$ cat src/rtl/uart_rx_fifo_pkg.sv
`default_nettype none
// ============================================================================
// Module      : uart_rx_fifo_pkg
// Description : Shared UART constants and deserializer state encoding (RX/TX)
// Revision    : 1.0 - initial release
// ============================================================================
package uart_rx_fifo_pkg;

    localparam int c_data_bits = 8;
    localparam int c_bit_w     = $clog2(c_data_bits);

    typedef enum logic [2:0] {
        ST_IDLE  = 3'd0,
        ST_START = 3'd1,
        ST_DATA  = 3'd2,
        ST_STOP  = 3'd3,
        ST_BREAK = 3'd4
    } uart_state_t;

endpackage : uart_rx_fifo_pkg
`default_nettype wire

$ cat src/rtl/sync_fifo.sv
`default_nettype none
// ============================================================================
// Module      : sync_fifo
// Description : Show-ahead synchronous FIFO with overrun pulse
// Revision    : 1.0 - initial release
// ============================================================================
module sync_fifo #(
    parameter int WIDTH      = 8,
    parameter int DEPTH_LOG2 = 4
) (
    input  logic                  clk,
    input  logic                  reset,
    input  logic                  i_wr_en,
    input  logic [WIDTH-1:0]      i_wr_data,
    input  logic                  i_rd_en,
    output logic                  o_valid,
    output logic [WIDTH-1:0]      o_rd_data,
    output logic                  o_overrun,
    output logic [DEPTH_LOG2:0]   o_level
);

    localparam int                    c_depth     = 1 << DEPTH_LOG2;
    localparam logic [DEPTH_LOG2:0]   c_level_max = {1'b1, {DEPTH_LOG2{1'b0}}};
    localparam logic [DEPTH_LOG2:0]   c_level_one = (DEPTH_LOG2+1)'(1);
    localparam logic [DEPTH_LOG2-1:0] c_ptr_one   = DEPTH_LOG2'(1);

    logic [WIDTH-1:0]      r_mem [c_depth];
    logic [DEPTH_LOG2-1:0] r_wr_ptr;
    logic [DEPTH_LOG2-1:0] r_rd_ptr;
    logic [DEPTH_LOG2:0]   r_level;
    logic                  r_overrun;

    logic w_empty;
    logic w_full;
    logic w_pop;
    logic w_push;

    assign w_empty = (r_level == '0);
    assign w_full  = (r_level == c_level_max);
    // A pop frees a slot in the same cycle, so a push into a full FIFO is legal then.
    assign w_pop   = i_rd_en & ~w_empty;
    assign w_push  = i_wr_en & (~w_full | w_pop);

    always_ff @(posedge clk) begin
        if (w_push) begin
            r_mem[r_wr_ptr] <= i_wr_data;
        end
    end

    always_ff @(posedge clk) begin
        if (reset) begin
            r_wr_ptr  <= '0;
            r_rd_ptr  <= '0;
            r_level   <= '0;
            r_overrun <= 1'b0;
        end else begin
            r_overrun <= i_wr_en & w_full & ~w_pop;
            if (w_push) begin
                r_wr_ptr <= r_wr_ptr + c_ptr_one;
            end
            if (w_pop) begin
                r_rd_ptr <= r_rd_ptr + c_ptr_one;
            end
            case ({w_push, w_pop})
                2'b10:   r_level <= r_level + c_level_one;
                2'b01:   r_level <= r_level - c_level_one;
                default: r_level <= r_level;
            endcase
        end
    end

    assign o_valid   = ~w_empty;
    assign o_rd_data = w_empty ? '0 : r_mem[r_rd_ptr];
    assign o_overrun = r_overrun;
    assign o_level   = r_level;

endmodule : sync_fifo
`default_nettype wire

$ cat src/rtl/uart_rx_fifo.sv
`default_nettype none
// ============================================================================
// Module      : uart_rx_fifo
// Description : 8N1 UART receiver feeding a show-ahead byte FIFO
// Revision    : 1.0 - initial release
// ============================================================================
module uart_rx_fifo
    import uart_rx_fifo_pkg::*;
#(
    parameter int CLKS_PER_BIT = 104,
    parameter int DEPTH_LOG2   = 4
) (
    input  logic                   clk,
    input  logic                   reset,
    input  logic                   rx,
    input  logic                   rd,
    output logic                   valid,
    output logic [c_data_bits-1:0] data,
    output logic                   overrun,
    output logic                   frame_err,
    output logic [DEPTH_LOG2:0]    level
);

    localparam int                 c_cnt_w    = $clog2(CLKS_PER_BIT + 1);
    localparam logic [c_cnt_w-1:0] c_cnt_full = c_cnt_w'(CLKS_PER_BIT);
    localparam logic [c_cnt_w-1:0] c_cnt_half = c_cnt_w'(CLKS_PER_BIT / 2);
    localparam logic [c_cnt_w-1:0] c_cnt_one  = c_cnt_w'(1);
    localparam logic [c_bit_w-1:0] c_bit_last = c_bit_w'(c_data_bits - 1);
    localparam logic [c_bit_w-1:0] c_bit_one  = c_bit_w'(1);

    logic                   r_sync1;
    logic                   r_sync2;
    logic [1:0]             r_fill;
    logic                   r_armed;
    uart_state_t            r_state;
    logic [c_cnt_w-1:0]     r_cnt;
    logic [c_bit_w-1:0]     r_bit_idx;
    logic [c_data_bits-1:0] r_shift;
    logic                   r_push;
    logic                   r_frame_err;

    uart_state_t            w_state_nxt;
    logic [c_cnt_w-1:0]     w_cnt_nxt;
    logic [c_bit_w-1:0]     w_bit_nxt;
    logic [c_data_bits-1:0] w_shift_nxt;
    logic                   w_push_nxt;
    logic                   w_fe_nxt;
    logic                   w_rx;
    logic                   w_tick;

    assign w_rx   = r_sync2;
    assign w_tick = (r_cnt == c_cnt_one);

    // Receiver is armed only once the line has been seen high after reset,
    // so a line held low across reset cannot masquerade as a start bit.
    always_ff @(posedge clk) begin
        if (reset) begin
            r_sync1 <= 1'b1;
            r_sync2 <= 1'b1;
            r_fill  <= '0;
            r_armed <= 1'b0;
        end else begin
            r_sync1 <= rx;
            r_sync2 <= r_sync1;
            r_fill  <= {r_fill[0], 1'b1};
            r_armed <= r_armed | (r_fill[1] & r_sync2);
        end
    end

    always_ff @(posedge clk) begin
        if (reset) begin
            r_state     <= ST_IDLE;
            r_cnt       <= '0;
            r_bit_idx   <= '0;
            r_shift     <= '0;
            r_push      <= 1'b0;
            r_frame_err <= 1'b0;
        end else begin
            r_state     <= w_state_nxt;
            r_cnt       <= w_cnt_nxt;
            r_bit_idx   <= w_bit_nxt;
            r_shift     <= w_shift_nxt;
            r_push      <= w_push_nxt;
            r_frame_err <= w_fe_nxt;
        end
    end

    always_comb begin
        w_state_nxt = r_state;
        w_cnt_nxt   = r_cnt;
        w_bit_nxt   = r_bit_idx;
        w_shift_nxt = r_shift;
        w_push_nxt  = 1'b0;
        w_fe_nxt    = 1'b0;
        case (r_state)
            ST_IDLE: begin
                if (r_armed && !w_rx) begin
                    w_state_nxt = ST_START;
                    w_cnt_nxt   = c_cnt_half;
                end
            end
            ST_START: begin
                if (!w_tick) begin
                    w_cnt_nxt = r_cnt - c_cnt_one;
                end else if (w_rx) begin
                    w_state_nxt = ST_IDLE;
                end else begin
                    w_state_nxt = ST_DATA;
                    w_cnt_nxt   = c_cnt_full;
                    w_bit_nxt   = '0;
                end
            end
            ST_DATA: begin
                if (!w_tick) begin
                    w_cnt_nxt = r_cnt - c_cnt_one;
                end else begin
                    w_shift_nxt = {w_rx, r_shift[c_data_bits-1:1]};
                    w_cnt_nxt   = c_cnt_full;
                    if (r_bit_idx == c_bit_last) begin
                        w_state_nxt = ST_STOP;
                    end else begin
                        w_bit_nxt = r_bit_idx + c_bit_one;
                    end
                end
            end
            ST_STOP: begin
                if (!w_tick) begin
                    w_cnt_nxt = r_cnt - c_cnt_one;
                end else if (w_rx) begin
                    w_push_nxt  = 1'b1;
                    w_state_nxt = ST_IDLE;
                end else begin
                    w_fe_nxt    = 1'b1;
                    w_state_nxt = ST_BREAK;
                end
            end
            ST_BREAK: begin
                if (w_rx) begin
                    w_state_nxt = ST_IDLE;
                end
            end
            default: begin
                w_state_nxt = ST_IDLE;
            end
        endcase
    end

    sync_fifo #(
        .WIDTH      (c_data_bits),
        .DEPTH_LOG2 (DEPTH_LOG2)
    ) u_fifo (
        .clk       (clk),
        .reset     (reset),
        .i_wr_en   (r_push),
        .i_wr_data (r_shift),
        .i_rd_en   (rd),
        .o_valid   (valid),
        .o_rd_data (data),
        .o_overrun (overrun),
        .o_level   (level)
    );

    assign frame_err = r_frame_err;

endmodule : uart_rx_fifo
`default_nettype wire
$ cat config.mk
export PLATFORM = sky130hd
export DESIGN_NAME = uart_rx_fifo
export DESIGN_NICKNAME = d
export VERILOG_FILES = /design/src/rtl/uart_rx_fifo_pkg.sv /design/src/rtl/sync_fifo.sv /design/src/rtl/uart_rx_fifo.sv
export SDC_FILE = /design/constraint.sdc
export NUM_CORES = 1
export LEC_CHECK = 0
export ABC_AREA = 1
export CAP_MARGIN = 20
export CORE_MARGIN = 2
export CORE_UTILIZATION = 35
export DETAILED_ROUTE_END_ITERATION = 8
export PLACE_DENSITY = 0.48
export SYNTH_ARGS = -nofsm -noshare
export SYNTH_HDL_FRONTEND = slang
export SYNTH_SLANG_ARGS = --single-unit
$ cat constraint.sdc
create_clock -name clk -period 2.45 [get_ports clk]
set_clock_uncertainty 0.2 [all_clocks]
set_input_delay 0.49 -clock clk [delete_from_list [all_inputs] [get_ports clk]]
set_output_delay 0.49 -clock clk [all_outputs]
set_load 0.005 [all_outputs]
== Word level (Yosys, flattened, before mapping) ==
Memories as Yosys holds them, arrays and structs flattened. A register that Yosys moved wholly into a read port is not among the register bits.
Index checks and enable logic that the tools add are counted.

* Bits in registers: 42
* Memory bits (writable): 128
* Logic and storage cells: 94
* Memories: 1
* Latch bits: 0
* Bits of input ports: 4
* Memory bits (read-only): 0

* Equal/unequal tests: 19
* Shifts and indexed selects: 0
* Bitwise operators: 12
* Add/subtract/negate cells: 6
* Muxes and demuxes: 29
* Multipliers: 0
* Divide/modulo/power cells: 0
* Reductions and logical operators: 12
* Order comparisons: 0

{| class="wikitable"
|+ Memories
! name !! words !! width !! read ports !! clocked after memory_dff !! wr ports !! line !! text
|-
| u_fifo.r_mem || 16 || 8 || 1 || 1 || 1 || sync_fifo.sv:27 || <nowiki>logic [WIDTH-1:0] r_mem [c_depth];</nowiki>
|}

{| class="wikitable"
|+ Operator list
! kind !! count
|-
| $mux 7 || 5
|-
| $mux 3 || 11
|-
| $pmux 7 s4 || 1
|-
| $ne 2x2->1 const B || 9
|-
| $pmux 3 s5 || 1
|-
| $pmux 5 s2 || 1
|-
| $add 4x1->4 const B || 2
|-
| $mux 4 || 2
|-
| $mux 8 || 1
|-
| $eq 7x1->1 const B || 1
|-
| $sub 7x1->7 const B || 1
|-
| $eq 3x2->1 const B || 2
|-
| $eq 3x3->1 const B || 2
|-
| $pmux 3 s2 || 1
|-
| $reduce_and 6->1 || 1
|-
| $add 5x1->5 const B || 1
|-
| $and 1x1->1 || 5
|-
| $eq 5x5->1 const B || 1
|-
| $logic_not 5->1 || 1
|-
| $mux 1 || 5
|-
| $not 1->1 || 5
|-
| $reduce_and 5->1 || 1
|-
| $sub 5x1->5 const B || 1
|-
| $reduce_and 4->1 || 1
|-
| 14 further kinds || 16
|}

== Longest topological paths before layout ==
Gate-level depths: netlist (run 1).

* Depth after elaboration: 7
* Gate-level depth with buffers: 17
* Depth with buffers taken out: 17

== Hierarchy ==
A second synthesis (run 1) with hierarchy kept.

* Cells, all modules: 685
* Area total of the unflattened synthesis: 7385.8 µm²

{| class="wikitable"
|+ By module, submodules not included
! module !! instances !! cells each !! area each (µm²)
|-
| sync_fifo || 1 || 495 || 5962.0
|-
| uart_rx_fifo || 1 || 190 || 1423.9
|}

== Worst setup path before layout (run 1) ==
OpenSTA, ideal clock, no wires.

* Kind: register to register
* Start point: register u_fifo.r_level[0] (netlist: u_fifo.o_level[0])
* End point: register u_fifo.r_level[4] (netlist: u_fifo.o_level[4])
* Setup time: 71 ps
* Cell stages (with the launch flop): 18
* Buffers on the path: 0
* Setup slack: 182 ps
* Data required time: 2179 ps
* Data arrival time: 1998 ps
* Path through: dfxtp_1 nor2_1 nand3_1 inv_1 nand2_1 nand2_1 inv_1 ha_1 xor2_1 ha_1 inv_1 nand2_1 nand3_1 nand2_1 nand2_1 nand2_1 nand2_1 a21oi_1

* Word-level cells in the longest chain between the ends: 7
* Elaborated cells on any way between the ends: 13
* Classes of those cells: add/sub: 2; eq/ne: 3; mux: 1; bitwise: 5; reduce/logical: 2

{| class="wikitable"
|+ RTL lines
! item !! line !! text
|-
| start, declared || sync_fifo.sv:30 || <nowiki>logic [DEPTH_LOG2:0] r_level;</nowiki>
|-
| start signal, assigned || sync_fifo.sv:65 || <nowiki>2'b10: r_level <= r_level + c_level_one;</nowiki>
|-
| start signal, assigned || sync_fifo.sv:66 || <nowiki>2'b01: r_level <= r_level - c_level_one;</nowiki>
|-
| start signal, assigned || sync_fifo.sv:67 || <nowiki>default: r_level <= r_level;</nowiki>
|-
| $logic_not 5->1 (*) || sync_fifo.sv:38 || <nowiki>assign w_empty = (r_level == '0);</nowiki>
|-
| $not 1->1 (*) || -- ||
|-
| via valid || uart_rx_fifo.sv:17 || <nowiki>output logic valid,</nowiki>
|-
| $and 1x1->1 (*) || sync_fifo.sv:41 || <nowiki>assign w_pop = i_rd_en & ~w_empty;</nowiki>
|-
| via u_fifo.w_pop || sync_fifo.sv:35 || <nowiki>logic w_pop;</nowiki>
|-
| $or 1x1->1 || sync_fifo.sv:42 || <nowiki>assign w_push = i_wr_en & (~w_full | w_pop);</nowiki>
|-
| $and 1x1->1 || sync_fifo.sv:42 ||
|-
| $eq 2x1->1 or $eq 2x2->1 (tied branches) || sync_fifo.sv:64 || <nowiki>case ({w_push, w_pop})</nowiki>
|-
| $pmux 5 s2 or $reduce_bool 2->1 (tied branches) || -- ||
|}

Mark *: on every way through the listed nets, which the timed path passes. The rest lies on a longest branch.
A chain may end at the register's enable or synchronous reset.

==> flow_summary.yaml, run 1 <==
run_status:
  outcome: "complete, but fails checks"
  violations: "negative setup slack"
placement:
  io_buffers: 19
  dp_hpwl_um: 11500
  gp_congestion: 0.762
  dp_cells: 1006
  dpl_cell_area_sq_um: 8090
detailed_routing:
  antenna_left: 0
  viasPerCell: 4.88
  drt_iter0_markers: 280
  routedWlPerCell_um: 17.0
  finalWirelength_um: 18200
  firstDrtPassIters: 4
  vias: 5220
  drcViolationCount: 0
grt:
  antenna_found_initial: 0
  grt.total_usage_pct: 17.6
  grt_max_degree: 25
  grt_overflow: 0
  grt_pass1_vias: 5169
  grt_pass1_wl_um: 29100
cts:
  clockBufferDepth: 2
  cts_tree: "yes"
  clkLatencyLatePin_ps: 430
  htree_levels: 4
  root_buffer: "clkbuf_16"
  postCtsHoldBufs: 0
  clk_pin_slew_worst_paths_ps: 60
  cts.sink_count: 174
  numCtsBuffers: 17
timing:
  finalCriticalPeriod_ps: 2700
  slew_headroom_pct: 44.8
  worst_pin_slew_ps: 826
  grt_setup_unrepaired: "true"
  finalCritPeriodShare_pct: 110
  holdWs_ps: 206
  setup_tns_ps: -1700
  fmax_ghz: 0.371
  layout_setup_ws_ps: -245
  drv_slew: 0
  hold_viol_final: 0
  finalSetupViolations: 8
pwr:
  ir_drop_v: 0.000696
  p_total_mw: 9.89
  cellPowerDensity_nw_per_um2: 1050
  total_leakage_power_nw: 3.67
synth:
  ys_ff_latch: 174
  syn_nets: 708
  seq_area_frac_synth_pct: 65.8
  yosysWarnings: 0
  synth_edf_count: 128
  netlist_area_sq_um: 7240
  synthFlopType: "edfxtp_1"
  yosys.cell_types.count: 30
  avgSynthCellArea_sq_um: 10.5
  synth-async-reset-ratio_pct: 0
  postSynthCellCount: 692
die:
  dieArea_sq_um: 21800
  pin_count: 20
  start_util_pct: 35.8
  die_h_um: 148
  fp-row-count: 52
  core-area_sq_um: 20200
  dieWidth_um: 148
flow_run:
  drv_cap: 0
setup_path:
  critPathRequiredTime_ps: 1760
  reg2reg_depth: 16
  rr_startpoint: "u_fifo.o_level[0]"
  worstPathMaxFanout: 6
  cp.arrival_ps: 2010
  cp-end-kind: "output port"
  worst_setup_path_start_kind: "flip-flop"
  critPathKind: "flip-flop to output port"
finish:
  finalInstanceArea_sq_um: 9420
  fin_cells: 1069
  nets: 802
  antenna_cells: 0
  area_growth_pct: 30.1
  drive_above_1_share_pct: 23.9
worst_hold_path:
  whs_path_depth: 2
  hold_start: "r_fill[0]"
  min_path_type: "flip-flop to flip-flop"
registers in the layout, indices dropped and copies added, names as in the netlist, named ones only:
| register | cells |
|---|---|
| u_fifo.r_wr_ptr | 4 |
| r_sync2 | 1 |
| r_armed | 1 |
| u_fifo.o_overrun | 1 |
| r_push | 1 |
| r_bit_idx | 3 |
| u_fifo.r_mem | 128 |
| u_fifo.r_rd_ptr | 4 |
| r_cnt | 7 |
| u_fifo.o_level | 5 |
| r_sync1 | 1 |
| frame_err | 1 |
| r_state | 3 |
| r_fill | 2 |
| r_shift | 8 |
where the power goes:
part / internal [mW] / total, mW / switching, mW
sequential: 3.25 / 3.36 / 0.109
combinational: 1.75 / 3.70 / 1.95
clock: 1.66 / 2.83 / 1.17
final timing paths:
| check | to | slack [ps] |
|---|---|---|
| min | r_fill[1] | 210 |
| max reg2reg | u_fifo.o_level[3] | 250 |
| min reg2reg | r_fill[1] | 210 |
| max | data[5] | -250 |
placed cells by master (no fill, tap or decap), drive strengths merged, types with 3 or more instances in the layout:
master           n
or2              3
inv             45
xor2             7
clkbuf          22
o211ai          17
o21ai           66
ha              12
nor2           125
buf             89
edfxtp         128
nand3           39
clkdlybuf4s50   11
a21oi           50
nand2          111
clkinv           5
o31ai            8
dfxtp           46
nor3             8
kinds of logic after synthesis:
logic type | Yosys count | share of synthesized area, %
simple gates | 287 | 16.3
fa+ha+maj | 12 | 2.07
buf+inv | 67 | 3.80
xor+xnor | 8 | 0.968
compound gates | 144 | 11.0
flops | 174 | 65.8
Yosys cell counts, drive strengths merged, types with 3 or more instances:
cell	instances	share of area, %
edfxtp	128	53
nor2	125	6.7
nand2	111	6.0
o21ai	66	4.6
a21oi	50	3.5
dfxtp	46	13
inv	40	2.1
nand3	39	2.7
o211ai	17	1.8
buf	13	1.0
clkbuf	13	0.67
ha	12	2.1
nor3	8	0.55
o31ai	8	0.83
xor2	7	0.85
or2	3	0.26
repair_timing:
action	4_1_cts	5_1_grt
buffers inserted	23	6
gates cloned	5	0
setup endpoints to repair	8	11
resized for setup	119	30
pin swaps	38	24
per-layer routing:
| layer | wire length (um) | vias to the layer above | part of all wire, % | track usage [%] |
|---|---|---|---|---|
| met2 | 8640 | 119 | 47 | 28.5 |
| met3 | 844 | 19 | 4.6 | 4.44 |
| li1 | - | 2595 | - | - |
| met4 | 276 | 0 | 1.5 | 4.42 |
| met1 | 8440 | 2487 | 46 | 23.7 |
| met5 | 0 | - | 0 | 0 |
worst max-delay path: stages (launching register included):
cell	delay [ps]
dfxtp_4	360
buf_12	140
inv_12	70
buf_8	120
buf_6	100
o21ai_2	40
o211ai_1	220
nand3_1	190
a21oi_2	190
buf_2	130
through the flow:
stage	worst slack (ps)	utilization (%)
detailed placement	-187	40.0
finish	-245	46.5
CTS	-263	46.1
global placement	-156	40.0
floorplan	182	-
global route	-327	46.5
layout make-up:
cell class	instances	area, sq um
Clock buffer	22	528
Inverter	41	174
Tap cell	270	338
Clock inverter	10	108
Fill cell	1870	10800
Sequential cell	174	4770
Multi-Input combinational cell	451	2430
Timing Repair Buffer	101	1060
Note: power is estimated with default switching activity, not from simulation.
==> run 2: changes to the inputs <==
--- a/config.mk
+++ b/config.mk
@@ -11,6 +11,7 @@
 export CORE_UTILIZATION = 35
 export DETAILED_ROUTE_END_ITERATION = 8
 export PLACE_DENSITY = 0.48
+export SETUP_SLACK_MARGIN = 0.05
 export SYNTH_ARGS = -nofsm -noshare
 export SYNTH_HDL_FRONTEND = slang
 export SYNTH_SLANG_ARGS = --single-unit
==> flow_summary.yaml, run 2 (same netlist as run 1, synthesis figures left out) <==
grt:
  antenna_found_initial: 0
  grt_overflow: 0
  grt.total_usage_pct: 17.6
  grt_pass1_vias: 5169
  grt_pass1_wl_um: 29100
  grt_max_degree: 25
timing:
  slew_headroom_pct: 44.3
  grt_setup_unrepaired: "true"
  worst_pin_slew_ps: 835
  finalSetupViolations: 8
  setup_tns_ps: -1700
  drv_slew: 0
  finalCriticalPeriod_ps: 2690
  layout_setup_ws_ps: -242
  hold_viol_final: 0
  holdWs_ps: 206
  finalCritPeriodShare_pct: 110
  fmax_ghz: 0.372
detailed_routing:
  drcViolationCount: 0
  vias: 5224
  routedWlPerCell_um: 17.1
  finalWirelength_um: 18200
  drt_iter0_markers: 270
  antenna_left: 0
  viasPerCell: 4.89
  firstDrtPassIters: 4
die:
  fp-row-count: 52
  dieWidth_um: 148
  start_util_pct: 35.8
  pin_count: 20
  dieArea_sq_um: 21800
  core-area_sq_um: 20200
  die_h_um: 148
finish:
  area_growth_pct: 30.2
  nets: 802
  drive_above_1_share_pct: 24.0
  antenna_cells: 0
  largest_register_ffs: 128
  biggestRegsByFlops: "u_fifo.r_mem x128, r_shift x8, r_cnt x7"
  mostFrequentLayoutCells: "edfxtp_1, nor2_1, nand2_1, buf_4, o21ai_0"
  fin_cells: 1069
  top_register: "u_fifo.r_mem"
  final_common_cell: "edfxtp_1"
cts:
  clk_pin_slew_worst_paths_ps: 60
  clockBufferDepth: 2
  numCtsBuffers: 17
  root_buffer: "clkbuf_16"
  clkLatencyLatePin_ps: 430
  cts.sink_count: 174
  htree_levels: 4
  cts_tree: "yes"
flow_run:
  drv_cap: 0
run_status:
  outcome: "complete, but fails checks"
  violations: "negative setup slack"
setup_path:
  r2r_slack_ps: 270
  critPathKind: "flip-flop to output port"
  worstPathCellList: "buf_12 > inv_12 > buf_8 > buf_6 > o21ai_2 > o211ai_1 > nand3_1 > a21oi_2 > buf_2"
  slowest_delay_ps: 360
  cp.arrival_ps: 2000
  worst_setup_path_start_kind: "flip-flop"
  worstPathMaxFanout: 6
  critPathRequiredTime_ps: 1760
  cp_slowest_cell: "dfxtp_4"
  cp-end-kind: "output port"
pwr:
  total_leakage_power_nw: 3.68
  cellPowerDensity_nw_per_um2: 1050
  ir_drop_v: 0.000698
  p_total_mw: 9.92
placement:
  dp_hpwl_um: 11500
  gp_congestion: 0.762
  dp_cells: 1006
  io_buffers: 19
worst_hold_path:
  min_path_type: "flip-flop to flip-flop"
## run 2: cell types whose count changed in the layout (fill, tap and decap cells not counted)
cell,delta
nand2_1,-1
nand2_4,+1
o21ai_0,-1
o21ai_1,+1
## run 2: metrics by stage
stage	worst slack [ps]	instance area [sq um]	util [%]
after global routing	-327	9420	46.6
after CTS	-263	9330	46.1
final	-242	9420	46.6
after floorplan	182	7240	-
after detailed placement	-187	8090	40.0
after global placement	-156	8090	40.0
## run 2: final cells by class
type                            count  area (sq um)
Inverter                           41           174
Sequential cell                   174          4770
Clock inverter                     10           108
Fill cell                        1871         10800
Tap cell                          270           338
Multi-Input combinational cell    451          2440
Clock buffer                       22           528
Timing Repair Buffer              101          1060
## run 2: worst paths after layout
check | start | to | cells past startpoint
hold / removal | r_fill[0] | r_fill[1] | 2
setup / recovery | flip-flop | data[5] | 9
hold reg to reg | r_fill[0] | r_fill[1] | 2
setup reg to reg | u_fifo.o_level[0] | u_fifo.o_level[3] | 16
## run 2: what timing repair did
action / in CTS / in global routing
gates resized for setup: 121 / 31
pin swaps: 38 / 25
gates cloned: 5 / 0
hold buffers: 0 / 0
hold endpoints to repair: 0 / 0
setup endpoints to repair: 9 / 10
buffers inserted: 23 / 6
## run 2: worst max-delay path: cells and delay by family (launching register included)
family                 cells  cell delay [ps]
buffers and inverters      5              560
AOI/OAI and AO/OA          3              450
DFF                        1              360
and+or+nand+nor            1              190
## run 2: layer usage
layer  GRT usage [%]  vias to the layer above  share of wire (%)
met2            28.5                      105                 48
met1            23.7                     2508                 46
met3            4.44                       19                4.4
met4            4.42                        0                1.5
met5               0                        -                  0
li1                -                     2592                  -
## run 2: report_power, final
part	leakage (nW)	switching, mW	total, mW	internal (mW)
Clock	0.315	1.17	2.83	1.66
Sequential	1.71	0.109	3.36	3.25
Combinational	1.65	1.97	3.72	1.76
==> run 3: changes to the inputs <==
--- a/config.mk
+++ b/config.mk
@@ -5,13 +5,14 @@
 export SDC_FILE = /design/constraint.sdc
 export NUM_CORES = 1
 export LEC_CHECK = 0
-export ABC_AREA = 1
 export CAP_MARGIN = 20
 export CORE_MARGIN = 2
 export CORE_UTILIZATION = 35
 export DETAILED_ROUTE_END_ITERATION = 8
+export GPL_ROUTABILITY_DRIVEN = 0
 export PLACE_DENSITY = 0.48
 export SETUP_SLACK_MARGIN = 0.05
+export SKIP_CTS_REPAIR_TIMING = 1
 export SYNTH_ARGS = -nofsm -noshare
 export SYNTH_HDL_FRONTEND = slang
 export SYNTH_SLANG_ARGS = --single-unit
==> flow_summary.yaml, run 3 <==
timing:
  worst_pin_slew_ps: 872
  layout_setup_ws_ps: -362
  finalCritPeriodShare_pct: 115
  holdWs_ps: 208
  grt_setup_unrepaired: "true"
  finalSetupViolations: 12
  drv_slew: 0
  slew_headroom_pct: 41.6
  fmax_ghz: 0.356
  setup_tns_ps: -3590
  hold_viol_final: 0
  finalCriticalPeriod_ps: 2810
finish:
  mostFrequentLayoutCells: "edfxtp_1, dfxtp_1, buf_4, nor2_1, mux4_2"
  top_register: "u_fifo.r_mem"
  final.fill_count: 1835
  area_growth_pct: 23.6
  fin_util_pct: 44.2
  final_common_cell: "edfxtp_1"
  antenna_cells: 0
  largest_register_ffs: 128
  drive_above_1_share_pct: 33.2
  biggestRegsByFlops: "u_fifo.r_mem x128, r_shift x8, r_cnt x7"
  nets: 549
die:
  dieArea_sq_um: 21900
  pin_count: 20
  fp-row-count: 52
  start_util_pct: 35.7
  dieWidth_um: 148
  die_h_um: 148
  core-area_sq_um: 20300
grt:
  grt_max_degree: 35
  grt.total_usage_pct: 14.0
  grt_pass1_vias: 4064
  antenna_found_initial: 0
  grt_pass1_wl_um: 22900
  grt_overflow: 0
cts:
  cts_tree: "yes"
  clkLatencyLatePin_ps: 420
  clockBufferDepth: 2
  clk_pin_slew_worst_paths_ps: 60
  numCtsBuffers: 17
  htree_levels: 4
  cts.sink_count: 174
  root_buffer: "clkbuf_16"
synth:
  ys_ff_latch: 174
  yosys.cell_types.count: 66
  synth_top_area_cell: "edfxtp_1"
  yosysTopAreaCellShare_pct: 53.0
  synth_edf_count: 128
  synthFlopType: "edfxtp_1"
  avgSynthCellArea_sq_um: 15.8
  seq_area_frac_synth_pct: 65.7
  post-synth-top-count-cell: "edfxtp_1"
  synth_commonest_cells: "edfxtp_1, dfxtp_1, nor2_1"
  synth_area_leaders: "edfxtp_1, dfxtp_1, mux4_2, mux2i_1, ha_1"
  yosysWarnings: 0
  syn_nets: 474
  postSynthCellCount: 458
  synth-async-reset-ratio_pct: 0
  netlist_area_sq_um: 7250
pwr:
  total_leakage_power_nw: 3.08
  ir_drop_v: 0.000446
  cellPowerDensity_nw_per_um2: 654
  p_total_mw: 5.86
run_status:
  outcome: "complete, but fails checks"
  violations: "negative setup slack"
setup_path:
  worstPathMaxFanout: 7
  cp.arrival_ps: 2120
  cp-end-kind: "output port"
  critPathRequiredTime_ps: 1760
  critPathKind: "flip-flop to output port"
  worst_setup_path_start_kind: "flip-flop"
placement:
  dp_hpwl_um: 9370
  io_buffers: 19
  dp_slack_ps: -472
detailed_routing:
  firstDrtPassIters: 4
  drt_iter0_markers: 228
  antenna_left: 0
  finalWirelength_um: 14600
  drcViolationCount: 0
  viasPerCell: 4.94
  routedWlPerCell_um: 17.9
  vias: 4034
flow_run:
  drv_cap: 0
worst_hold_path:
  min_path_type: "flip-flop to flip-flop"
==> run 3: changes by cell type in the layout (fill, tap and decap cells not counted), sizes merged, moves of 27 or more <==
cell and change:
nand3 -33, o21ai -62, buf -28, nor2 -85, inv -33, nand2 -97
mux4 +32, mux2i +27, a21oi -38
==> run 3: critical path, cell delays in order (launching register included) <==
cell      delay [ps]
dfxtp_2          320
or4_4            560
or2_4            320
nand2b_4         140
buf_4            140
o22ai_4           70
buf_2            140
==> run 3: metrics by stage <==
stage,instances,area (sq um)
2_1_floorplan,458,7290
3_3_place_gp,765,8050
3_5_place_dp,765,8050
4_1_cts,797,8650
5_1_grt,816,8970
6_report,816,8970
==> run 3: logic make-up after synthesis <==
kind of cell / share of synthesized area, %
mux: 14.1
simple gates: 8.21
fa+ha+maj: 2.07
xor+xnor: 1.21
buf+inv: 2.36
compound gates: 6.35
flops: 65.7
==> run 3: layer usage <==
metal  GRT usage [%]  wire [um]  vias to the layer above
met5               0          0                        -
met4            4.43        106                        0
met3            3.61        351                        7
met2            22.8       7270                       54
met1            18.3       6850                     2036
li1                -          -                     1937
==> run 3: area by class of cell <==
class,count,area [sq um],share of cell area (%)
sequential,174,4770,53.2
clock inverter,12,133,1.48
multi-input combinational,249,2450,27.4
timing repair buffer,80,757,8.44
tap,270,338,3.77
inverter,11,46.3,0.516
clock buffer,20,468,5.22
==> run 3: final timing paths <==
| kind | slack (ps) | depth (start not counted) | startpoint | end |
|---|---|---|---|---|
| max | -360 | 6 | u_fifo.o_level[2] | data[5] |
| min reg2reg | 210 | 1 | r_sync1 | r_sync2 |
| min | 210 | 1 | r_sync1 | r_sync2 |
| max reg2reg | -360 | 11 | u_fifo.o_level[2] | u_fifo.o_level[4] |
==> run 3: report_power, final <==
part | switching (mW) | internal (mW) | leakage, nW
clock | 1.13 | 1.51 | 0.290
sequential | 0.0124 | 3.13 | 1.56
combinational | 0.0434 | 0.0329 | 1.23
total | 1.19 | 4.67 | 3.08
